File: config.mk
export PLATFORM = sky130hd
export DESIGN_NAME = relobi_tmr_r_fanout
export DESIGN_NICKNAME = d
export VERILOG_FILES = /design/src/rtl/relobi_pkg.sv /design/src/rtl/TMR_voter_fail.sv /design/src/rtl/bitwise_TMR_voter_fail.sv /design/src/rtl/relobi_tmr_r_fanout.sv
export SDC_FILE = /design/constraint.sdc
export NUM_CORES = 1
export LEC_CHECK = 0
export CAP_MARGIN = 0
export CORE_MARGIN = 3
export CORE_UTILIZATION = 45
export CTS_BUF_LIST = sky130_fd_sc_hd__clkbuf_8
export CTS_CLUSTER_SIZE = 24
export DETAILED_ROUTE_END_ITERATION = 8
export DONT_BUFFER_PORTS = 1
export PLACE_DENSITY = 0.58
export SYNTH_ARGS = -nofsm -noshare
export SYNTH_HDL_FRONTEND = slang
export SYNTH_SLANG_ARGS = --single-unit
File: constraint.sdc
create_clock -name clk_i -period 9.3 [get_ports clk_i]
set_input_delay 1.395 -clock clk_i [delete_from_list [all_inputs] [get_ports clk_i]]
set_output_delay 1.395 -clock clk_i [all_outputs]
set_load 0.02 [all_outputs]
File: src/rtl/relobi_pkg.sv
// Shared types for the triplicated OBI response path: R-channel beat layout,
// triplicated FIFO control state and the fan-out FIFO depth.
package relobi_pkg;

  localparam int unsigned RDataW       = 32;
  localparam int unsigned RDataEccW    = 7;
  localparam int unsigned RIdW         = 4;
  localparam int unsigned ROptW        = 1;
  localparam int unsigned ROtherEccW   = 6;
  localparam int unsigned RFanoutDepth = 2;

  typedef logic [ROptW-1:0] r_optional_t;

  typedef struct packed {
    logic [RDataW+RDataEccW-1:0] rdata;
    logic [RIdW-1:0]             rid;
    logic                        err;
    r_optional_t                 r_optional;
    logic [ROtherEccW-1:0]       other_ecc;
  } obi_r_chan_t;

  localparam int unsigned RChanW = $bits(obi_r_chan_t);

  typedef struct packed {
    logic       wptr;
    logic       rptr;
    logic [1:0] cnt;
  } tmr_r_state_t;

endpackage

File: src/rtl/TMR_voter_fail.sv
// Single-bit majority voter; flags when the three inputs are not all equal.
module TMR_voter_fail (
  input  logic a_i,
  input  logic b_i,
  input  logic c_i,
  output logic majority_o,
  output logic fault_detected_o
);

  assign majority_o       = (a_i & b_i) | (a_i & c_i) | (b_i & c_i);
  assign fault_detected_o = (a_i ^ b_i) | (a_i ^ c_i);

endmodule

File: src/rtl/bitwise_TMR_voter_fail.sv
// Per-bit majority voter over three copies; flags any bit where the copies differ.
module bitwise_TMR_voter_fail #(
  parameter int unsigned DataWidth = 1
) (
  input  logic [DataWidth-1:0] a_i,
  input  logic [DataWidth-1:0] b_i,
  input  logic [DataWidth-1:0] c_i,
  output logic [DataWidth-1:0] majority_o,
  output logic                 fault_detected_o
);

  assign majority_o       = (a_i & b_i) | (a_i & c_i) | (b_i & c_i);
  assign fault_detected_o = |((a_i ^ b_i) | (a_i ^ c_i));

endmodule

File: src/rtl/relobi_tmr_r_fanout.sv
// Fans one OBI R beat out to three redundant manager replicas through a 2-entry
// triple-stored FIFO whose control state is triplicated and re-voted every cycle.
module relobi_tmr_r_fanout
  import relobi_pkg::*;
(
  input  logic                  clk_i,
  input  logic                  rst_i,
  input  logic [RChanW-1:0]     r_i,
  input  logic                  rvalid_i,
  output logic                  rready_o,
  output logic [3*RChanW-1:0]   three_r_o,
  output logic [2:0]            three_rvalid_o,
  input  logic [2:0]            three_rready_i,
  output logic                  fault_o,
  output logic [7:0]            fault_cnt_o
);

  tmr_r_state_t state_a_q, state_b_q, state_c_q;
  tmr_r_state_t state_v, state_d;
  tmr_r_state_t st [3];
  logic         state_fault;
  logic         ready_v, ready_fault;
  logic         push, pop;
  logic [RChanW-1:0] mem_q [3][RFanoutDepth];
  logic [7:0]   fault_cnt_q;

  assign st[0] = state_a_q;
  assign st[1] = state_b_q;
  assign st[2] = state_c_q;

  bitwise_TMR_voter_fail #(
    .DataWidth($bits(tmr_r_state_t))
  ) i_state_voter (
    .a_i              (state_a_q),
    .b_i              (state_b_q),
    .c_i              (state_c_q),
    .majority_o       (state_v),
    .fault_detected_o (state_fault)
  );

  TMR_voter_fail i_ready_voter (
    .a_i              (three_rready_i[0]),
    .b_i              (three_rready_i[1]),
    .c_i              (three_rready_i[2]),
    .majority_o       (ready_v),
    .fault_detected_o (ready_fault)
  );

  // rready_o depends only on registered state, so a pop never re-opens it combinationally
  assign rready_o = (state_v.cnt < 2'(RFanoutDepth));
  assign push     = rvalid_i & rready_o;
  assign pop      = (state_v.cnt != 2'd0) & ready_v;

  always_comb begin
    state_d      = state_v;
    state_d.wptr = state_v.wptr ^ push;
    state_d.rptr = state_v.rptr ^ pop;
    state_d.cnt  = state_v.cnt + {1'b0, push} - {1'b0, pop};
  end

  always_ff @(posedge clk_i or posedge rst_i) begin
    if (rst_i) begin
      state_a_q <= '0;
      state_b_q <= '0;
      state_c_q <= '0;
    end else begin
      state_a_q <= state_d;
      state_b_q <= state_d;
      state_c_q <= state_d;
    end
  end

  always_ff @(posedge clk_i or posedge rst_i) begin
    if (rst_i) begin
      for (int k = 0; k < 3; k++) begin
        for (int e = 0; e < int'(RFanoutDepth); e++) begin
          mem_q[k][e] <= '0;
        end
      end
    end else if (push) begin
      for (int k = 0; k < 3; k++) begin
        mem_q[k][state_v.wptr] <= r_i;
      end
    end
  end

  // Each replica is driven purely from its own state and storage copy
  always_comb begin
    three_rvalid_o = '0;
    three_r_o      = '0;
    for (int k = 0; k < 3; k++) begin
      three_rvalid_o[k]              = (st[k].cnt != 2'd0);
      three_r_o[k*RChanW +: RChanW]  = mem_q[k][st[k].rptr];
    end
  end

  assign fault_o = state_fault | ((state_v.cnt != 2'd0) & ready_fault);

  always_ff @(posedge clk_i or posedge rst_i) begin
    if (rst_i) begin
      fault_cnt_q <= '0;
    end else if (fault_o && (fault_cnt_q != 8'hFF)) begin
      fault_cnt_q <= fault_cnt_q + 8'd1;
    end
  end

  assign fault_cnt_o = fault_cnt_q;

endmodule

* Word-level counts from Yosys, hierarchy flattened
Cells that the tools add are included.
** Storage, ports and cells
- Register bits :: 318
- Bits in latches :: 0
- Memory bits (writable) :: 0
- Bits in read-only memories :: 0
- Bits of input ports :: 57
- Output and inout bits :: 166
- Word-level logic and storage cells :: 58
- Memories :: 0
** Operators by class
- Add/subtract/negate cells :: 3
- $mul :: 0
- Div/mod/pow operators :: 0
- Magnitude comparators :: 4
- Eq/ne operators :: 1
- Shift operators :: 0
- Mux-type cells :: 14
- Bitwise logic cells :: 21
- Reduce and logical (&&, ||, !) cells :: 5
** Operators by type and width (number)
- 51-bit 2-to-1 mux :: 10
- 102-bit bitwise mux :: 3
- 51-bit demux with 1-bit select :: 1
- 4-bit bitwise OR :: 3
- 8-bit by 1-bit adder with 8-bit output (second input constant) :: 1
- 8-bit inequality test (second input constant) :: 1
- 1-bit AND :: 6
- 4-bit AND :: 1
- 2-bit greater-or-equal comparator (second input constant) :: 2
- 1-bit inverter with 2-bit output :: 2
- 1-bit bitwise OR :: 4
- 2-bit nonzero test :: 2
- 4-bit OR reduction :: 1
- 1-bit XOR :: 4
- 4-bit XOR :: 1
- 2-bit by 1-bit adder with 2-bit output :: 1
- 1-bit logical AND :: 2
- 2-bit by 1-bit less-than comparator with 1-bit output (second input constant) :: 1
- 2-bit less-than comparator (second input constant) :: 1
- 2-bit by 1-bit subtractor with 2-bit output :: 1

* Depth between registers and ports, before layout
Gate-level depths: netlist of run 1.
- Depth in word-level cells :: 9
- Depth in mapped cells :: 8
- Gate-level depth less buffers :: 8

* By module
A second synthesis of run 1 with hierarchy kept.
** Unflattened totals
- Cells, all modules :: 459
- Area total of the unflattened synthesis :: 6029.5 um2
** Modules (own cells, without submodules)
- relobi_tmr_r_fanout :: instances 1, cells an instance 440, area each 5838.1 um2, seq. area each 2852.7 um2
- bitwise_TMR_voter_fail :: instances 1, cells an instance 15, area each 151.4 um2, seq. area each 0.0 um2
- TMR_voter_fail :: instances 1, cells an instance 4, area each 40.0 um2, seq. area each 0.0 um2

* Worst setup path after synthesis of run 1
OpenSTA, ideal clock, no wires.
- Kind :: input-to-output
- From :: input three_rready_i[0]
- To :: output fault_o
- Data arrival time :: 1.928 ns
- Data required time :: 7.905 ns
- Path slack :: 5.977 ns
- Stages :: 2
- Path buffers :: 0
- Cells stage by stage :: ha_1 -> o22a_4
** On the way
- Longest elaborated chain between the ends :: 4
- Elaborated cells on any way between the ends :: 5
- Classes of those cells :: bitwise: 5
** RTL lines
- start, declared :: RTL line relobi_tmr_r_fanout.sv:13 : input logic [2:0] three_rready_i,
- 1-bit XOR :: RTL line TMR_voter_fail.sv:11 : assign fault_detected_o = (a_i ^ b_i) | (a_i ^ c_i);
- 1-bit bitwise OR * :: RTL line TMR_voter_fail.sv:11
- 1-bit AND * :: RTL line relobi_tmr_r_fanout.sv:97 : assign fault_o = state_fault | ((state_v.cnt != 2'd0) & ready_fault);
- 1-bit bitwise OR * :: RTL line relobi_tmr_r_fanout.sv:97
- end, declared :: RTL line relobi_tmr_r_fanout.sv:14 : output logic fault_o,
Mark *: on every way between the ends. The rest lies on a longest branch, timed or not.

==> results of run 1 <==
## cells in the mapped netlist (2+ instances only)
library cell	number	area [µm²]
a21oi_1	3	15.0
buf_2	15	75.1
buf_4	104	781
clkbuf_1	3	11.3
dfrtp_1	114	2850
ha_1	7	87.6
inv_1	6	22.5
mux2_2	156	1760
nand2_1	8	30.0
nand4_1	2	12.5
xnor2_1	5	43.8
## flip-flops by register name, summed over array words and instances (netlist names)
name,cells
mem_q,102
st,4
fault_cnt_o,8
## metal layers
layer  track usage (%)  wire (µm)
met3              7.54        900
met2              25.0       5190
met5                 0          0
met1              15.6       3820
met4              6.16        166
## final cells by class
| cell class | count | area [µm²] |
|---|---|---|
| repair buffers | 4 | 30.0 |
| well taps | 168 | 210 |
| multi-input cells | 194 | 2070 |
| clock inverters | 10 | 154 |
| fillers | 1111 | 6670 |
| flip-flops and latches | 114 | 2850 |
| inverters | 6 | 25.0 |
| clock buffers | 22 | 303 |
## worst paths after layout
kind,startpoint,to,slack (ns),cells past startpoint
max,st[2],three_r_o[100],5.86,2
min,mem_q[234],mem_q[234],0.50,1
max reg2reg,st[1],mem_q[204],7.00,4
min reg2reg,mem_q[234],mem_q[234],0.50,1
max in group asynchronous,rst_i,st[2],7.10,2
min in group asynchronous,rst_i,mem_q[233],0.94,1
## through the flow
stage | instances | hold WS, ns | setup WS, ns | instance area (µm²)
2_1_floorplan | 436 | 0.475 | 4.89 | 5810
3_3_place_gp | 486 | 0.482 | 5.97 | 5190
3_5_place_dp | 486 | 0.492 | 5.97 | 5190
4_1_cts | 518 | 0.507 | 5.78 | 5650
5_1_grt | 518 | 0.519 | 5.73 | 5650
6_report | 518 | 0.501 | 5.86 | 5650
## placed cells by master, fill, tap and decap left out
| master | count |
|---|---|
| clkbuf_8 | 22 |
| a21oi_1 | 3 |
| nand4_2 | 1 |
| a211oi_1 | 1 |
| or2b_2 | 1 |
| nor2_1 | 1 |
| and4_1 | 1 |
| nand2_1 | 8 |
| bufinv_16 | 4 |
| ha_2 | 2 |
| nor3_1 | 1 |
| o22a_4 | 1 |
| dfrtp_2 | 1 |
| clkinvlp_4 | 2 |
| xnor2_1 | 5 |
| clkinv_2 | 3 |
| inv_1 | 6 |
| nand3_1 | 1 |
| mux2_4 | 1 |
| xor2_1 | 1 |
| nand4_1 | 2 |
| and3_4 | 1 |
| nand2b_1 | 1 |
| inv_4 | 1 |
| buf_4 | 4 |
| and2b_2 | 1 |
| dfrtp_1 | 113 |
| ha_1 | 5 |
| mux2_2 | 156 |
## worst register-to-register path, stage by stage, from the launching register on
cell     delay, ns
dfrtp_1       0.43
and2b_2       0.26
ha_2          0.58
buf_4         0.50
mux2_2        0.42
## kinds of logic after synthesis
kind of cell | Yosys count | share of synthesized area, %
simple gates | 19 | 1.94
compound gates | 5 | 0.690
fa+ha+maj | 7 | 1.51
flops | 114 | 49.1
mux | 157 | 30.5
buf+inv | 128 | 15.3
xor+xnor | 6 | 0.905
==> reports/qor.txt, run 1 <==
outcome - finished, final reports clean
Vias per Instance - 5.28
global route overflow - 0
Clock Latency Late Sink - 0.42 ns
Initial Util - 47.2%
H-Tree Level Count - 4
Synth-to-Final Area Change - -2.78%
critical path peak fanout - 46
Tcrit/Tclk final - 37.0%
initial antenna violation count - 0
number of synthesized flops with an enable pin - 0
Core Area - 12,300 µm²
Setup Buffers After CTS - 0
worst-path cell chain - buf_4 -> mux2_2
Synth Cell Area - 5810 µm²
Worst Hold Class - register to register
largest net degree at the start of global routing - 59
TritonCTS clock tree - done
Worst Skew - 0.0111 ns
Crit path max-delay family - multiplexers
sequential-to-total area share from yosys stat - 49.1%
Slew HR - 51.5%
Worst setup EP type - output pin
Bufs on Longest Clock Path - 2
first-pass GRT wire length - 16,400 µm
Die X - 120 µm
CP required - 7.91 ns
CP peak stage delay - 0.58 ns
Worst setup SP type - register
Clock Pin Slew Worst Setup and Hold Paths - 0.06 ns
final core area utilization - 45.9%
Port Buffers - 0
layout cell share with drive strength beyond 1 - 57.4%
clock sinks - 114
gr usage total - 14.8%
WS Path Type - register to output pin
RSZ-0062 raised after global routing - no
Starting DRT DRC Count - 145
Main synth FF type - dfrtp_1
global placement routability congestion - 0.683
cts repair resizes - 0
ys async rst share - 100%
final-report max-slew violation count - 0
max cap viols - 0
Synth Warn # - 0
Detailed Route WL - 10,100 µm
Sum Neg Setup Slack - 0 ns
Syn Inst Count - 436
Crit-path slowest cell - mux2_2
Site Rows - 40
setup violators final - 0
WP buf/inv - 1
vias in the first global route - 3,175
Synth Net Count - 500
fin nets - 401
CTS root buf - clkbuf_8
DRC viols - 0
CTS Hold Bufs - 0
#FFs+latches synth - 114
Max Fclk - 0.291 GHz
Top Ports - 223
Routed Antenna Nets - 0
worst endpoint data arrival time - 2.04 ns
Avg WL per Cell - 19.5 µm
DR vias - 2,734
Die Span Y - 120 µm
Netlist cell types - 24
total CTS buffers - 17
DR pass1 iterations - 4
die area - 14,300 µm²
dpl hpwl - 6770 µm
Least-Margin Pin Slew - 0.727 ns
Mean Syn Cell Area - 13.3 µm²
Period minus WS final - 3.44 ns
Antenna diodes - 0
final count of hold timing violations - 0
Power of run 1 is left out: the tool's default activity adds up to more than one toggle a clock period on the data nets, which glitch-free logic cannot reach.
==> run 2, diff against run 1 <==
Clock period 9.3 ns to 3.5 ns, I/O delays scaled along.
==> run 2 against run 1 <==
Net effect:
- core utilization down 0.15 points
- worst setup slack worse by 4.9 ns
- die area unchanged
- wire length down 2.6%
- non-clock buffer count up 2
==> reports/qor.txt, run 2 (same netlist as run 1, synthesis figures left out) <==
global route overflow - 0
gr usage total - 14.5%
cts repair resizes - 0
H-Tree Level Count - 4
met2 wire length - 4710 µm
TritonCTS clock tree - done
total CTS buffers - 17
DR WL met3 - 947 µm
final instance area - 5630 µm²
Synth-to-Final Area Change - -3.10%
final count of hold timing violations - 0
Clock Latency Late Sink - 0.43 ns
placed cell area - 5240 µm²
WS Path Type - register to output pin
Tcrit/Tclk final - 71.6%
Biggest register - mem_q
critical path peak fanout - 21
global placement routability congestion - 0.677
Slew HR - 39.0%
fin nets - 403
Met1 Routed Length - 3990 µm
first-pass GRT wire length - 15,900 µm
Worst R2R Path Depth - 4
layout cell share with drive strength beyond 1 - 57.4%
Die Span Y - 120 µm
Worst setup EP type - output pin
dpl hpwl - 6590 µm
setup violators final - 0
Worst setup SP type - register
outcome - finished, final reports clean
Clock Pin Slew Worst Setup and Hold Paths - 0.06 ns
CTS Hold Bufs - 0
Site Rows - 40
max cap viols - 0
Setup Buffers After CTS - 0
DR pass1 iterations - 4
vias in the first global route - 2,935
max FFs per register - 102
CP required - 2.97 ns
Bufs on Longest Clock Path - 2
DRC viols - 0
Avg WL per Cell - 18.9 µm
Period minus WS final - 2.50 ns
Core Area - 12,300 µm²
Starting DRT DRC Count - 135
Die X - 120 µm
Port Buffers - 0
Least-Margin Pin Slew - 0.913 ns
Sum Neg Setup Slack - 0 ns
largest net degree at the start of global routing - 55
Top Ports - 223
die area - 14,300 µm²
RSZ-0062 raised after global routing - no
Worst Skew - 0.00896 ns
Max Fclk - 0.399 GHz
commonest non-fill, non-tap cells in the layout - mux2_2, dfrtp_1, clkbuf_8
final-report max-slew violation count - 0
Worst Hold Class - primary input to async pin
worst endpoint data arrival time - 1.98 ns
Initial Util - 47.2%
CTS root buf - clkbuf_8
clock sinks - 114
top routing layer used - met4
Routed Antenna Nets - 0
commonest non-fill, non-tap cell in the layout - mux2_2
Detailed Route WL - 9810 µm
Vias per Instance - 5.18
initial antenna violation count - 0
Antenna diodes - 0
DR vias - 2,692
## run 2: cell count changes in the layout (fill, tap and decap cells not counted), sizes merged
| cell | before | now |
|---|---|---|
| clkinv | 3 | 9 |
| clkbuf | 22 | 17 |
| buf | 4 | 6 |
| bufinv | 4 | 3 |
## run 2: cell type report
cell class,instances,area [µm²]
fillers,1128,6690
clock inverters,15,150
multi-input cells,194,2070
flip-flops and latches,114,2850
inverters,6,26.3
repair buffers,6,82.6
well taps,168,210
clock buffers,17,234
## run 2: through the flow
stage,instances,setup WS (ns),util (%),hold WS (ns)
final,520,0.995,45.7,0.150
after CTS,520,0.915,45.7,0.152
after detailed placement,488,1.32,42.6,0.490
after global routing,520,0.875,45.7,0.189
after global placement,488,1.32,42.6,0.483
after floorplan,436,1.59,-,0.475
## run 2: final timing paths
path / startpoint / slack, ns / end
worst min-delay path: rst_i / 0.15 / mem_q[272]
worst min register to register: mem_q[211] / 0.50 / mem_q[211]
worst max register to register: st[1] / 1.37 / mem_q[305]
max in group asynchronous: rst_i / 2.58 / mem_q[208]
worst max-delay path: st[2] / 1.0 / three_r_o[32]
min in group clk_i: r_i[19] / 0.24 / mem_q[274]
## run 2: worst max-delay path, cell delays in order, from the launching register on
cell	delay [ns]
dfrtp_2	0.62
buf_4	0.38
mux2_2	0.53
## run 2: routing by layer
| layer | track usage, % | vias to the layer above |
|---|---|---|
| met2 | 22.6 | 112 |
| li1 | - | 1197 |
| met5 | 0 | - |
| met1 | 16.8 | 1364 |
| met3 | 7.73 | 19 |
| met4 | 5.65 | 0 |
Power of run 2 is left out for the same reason.
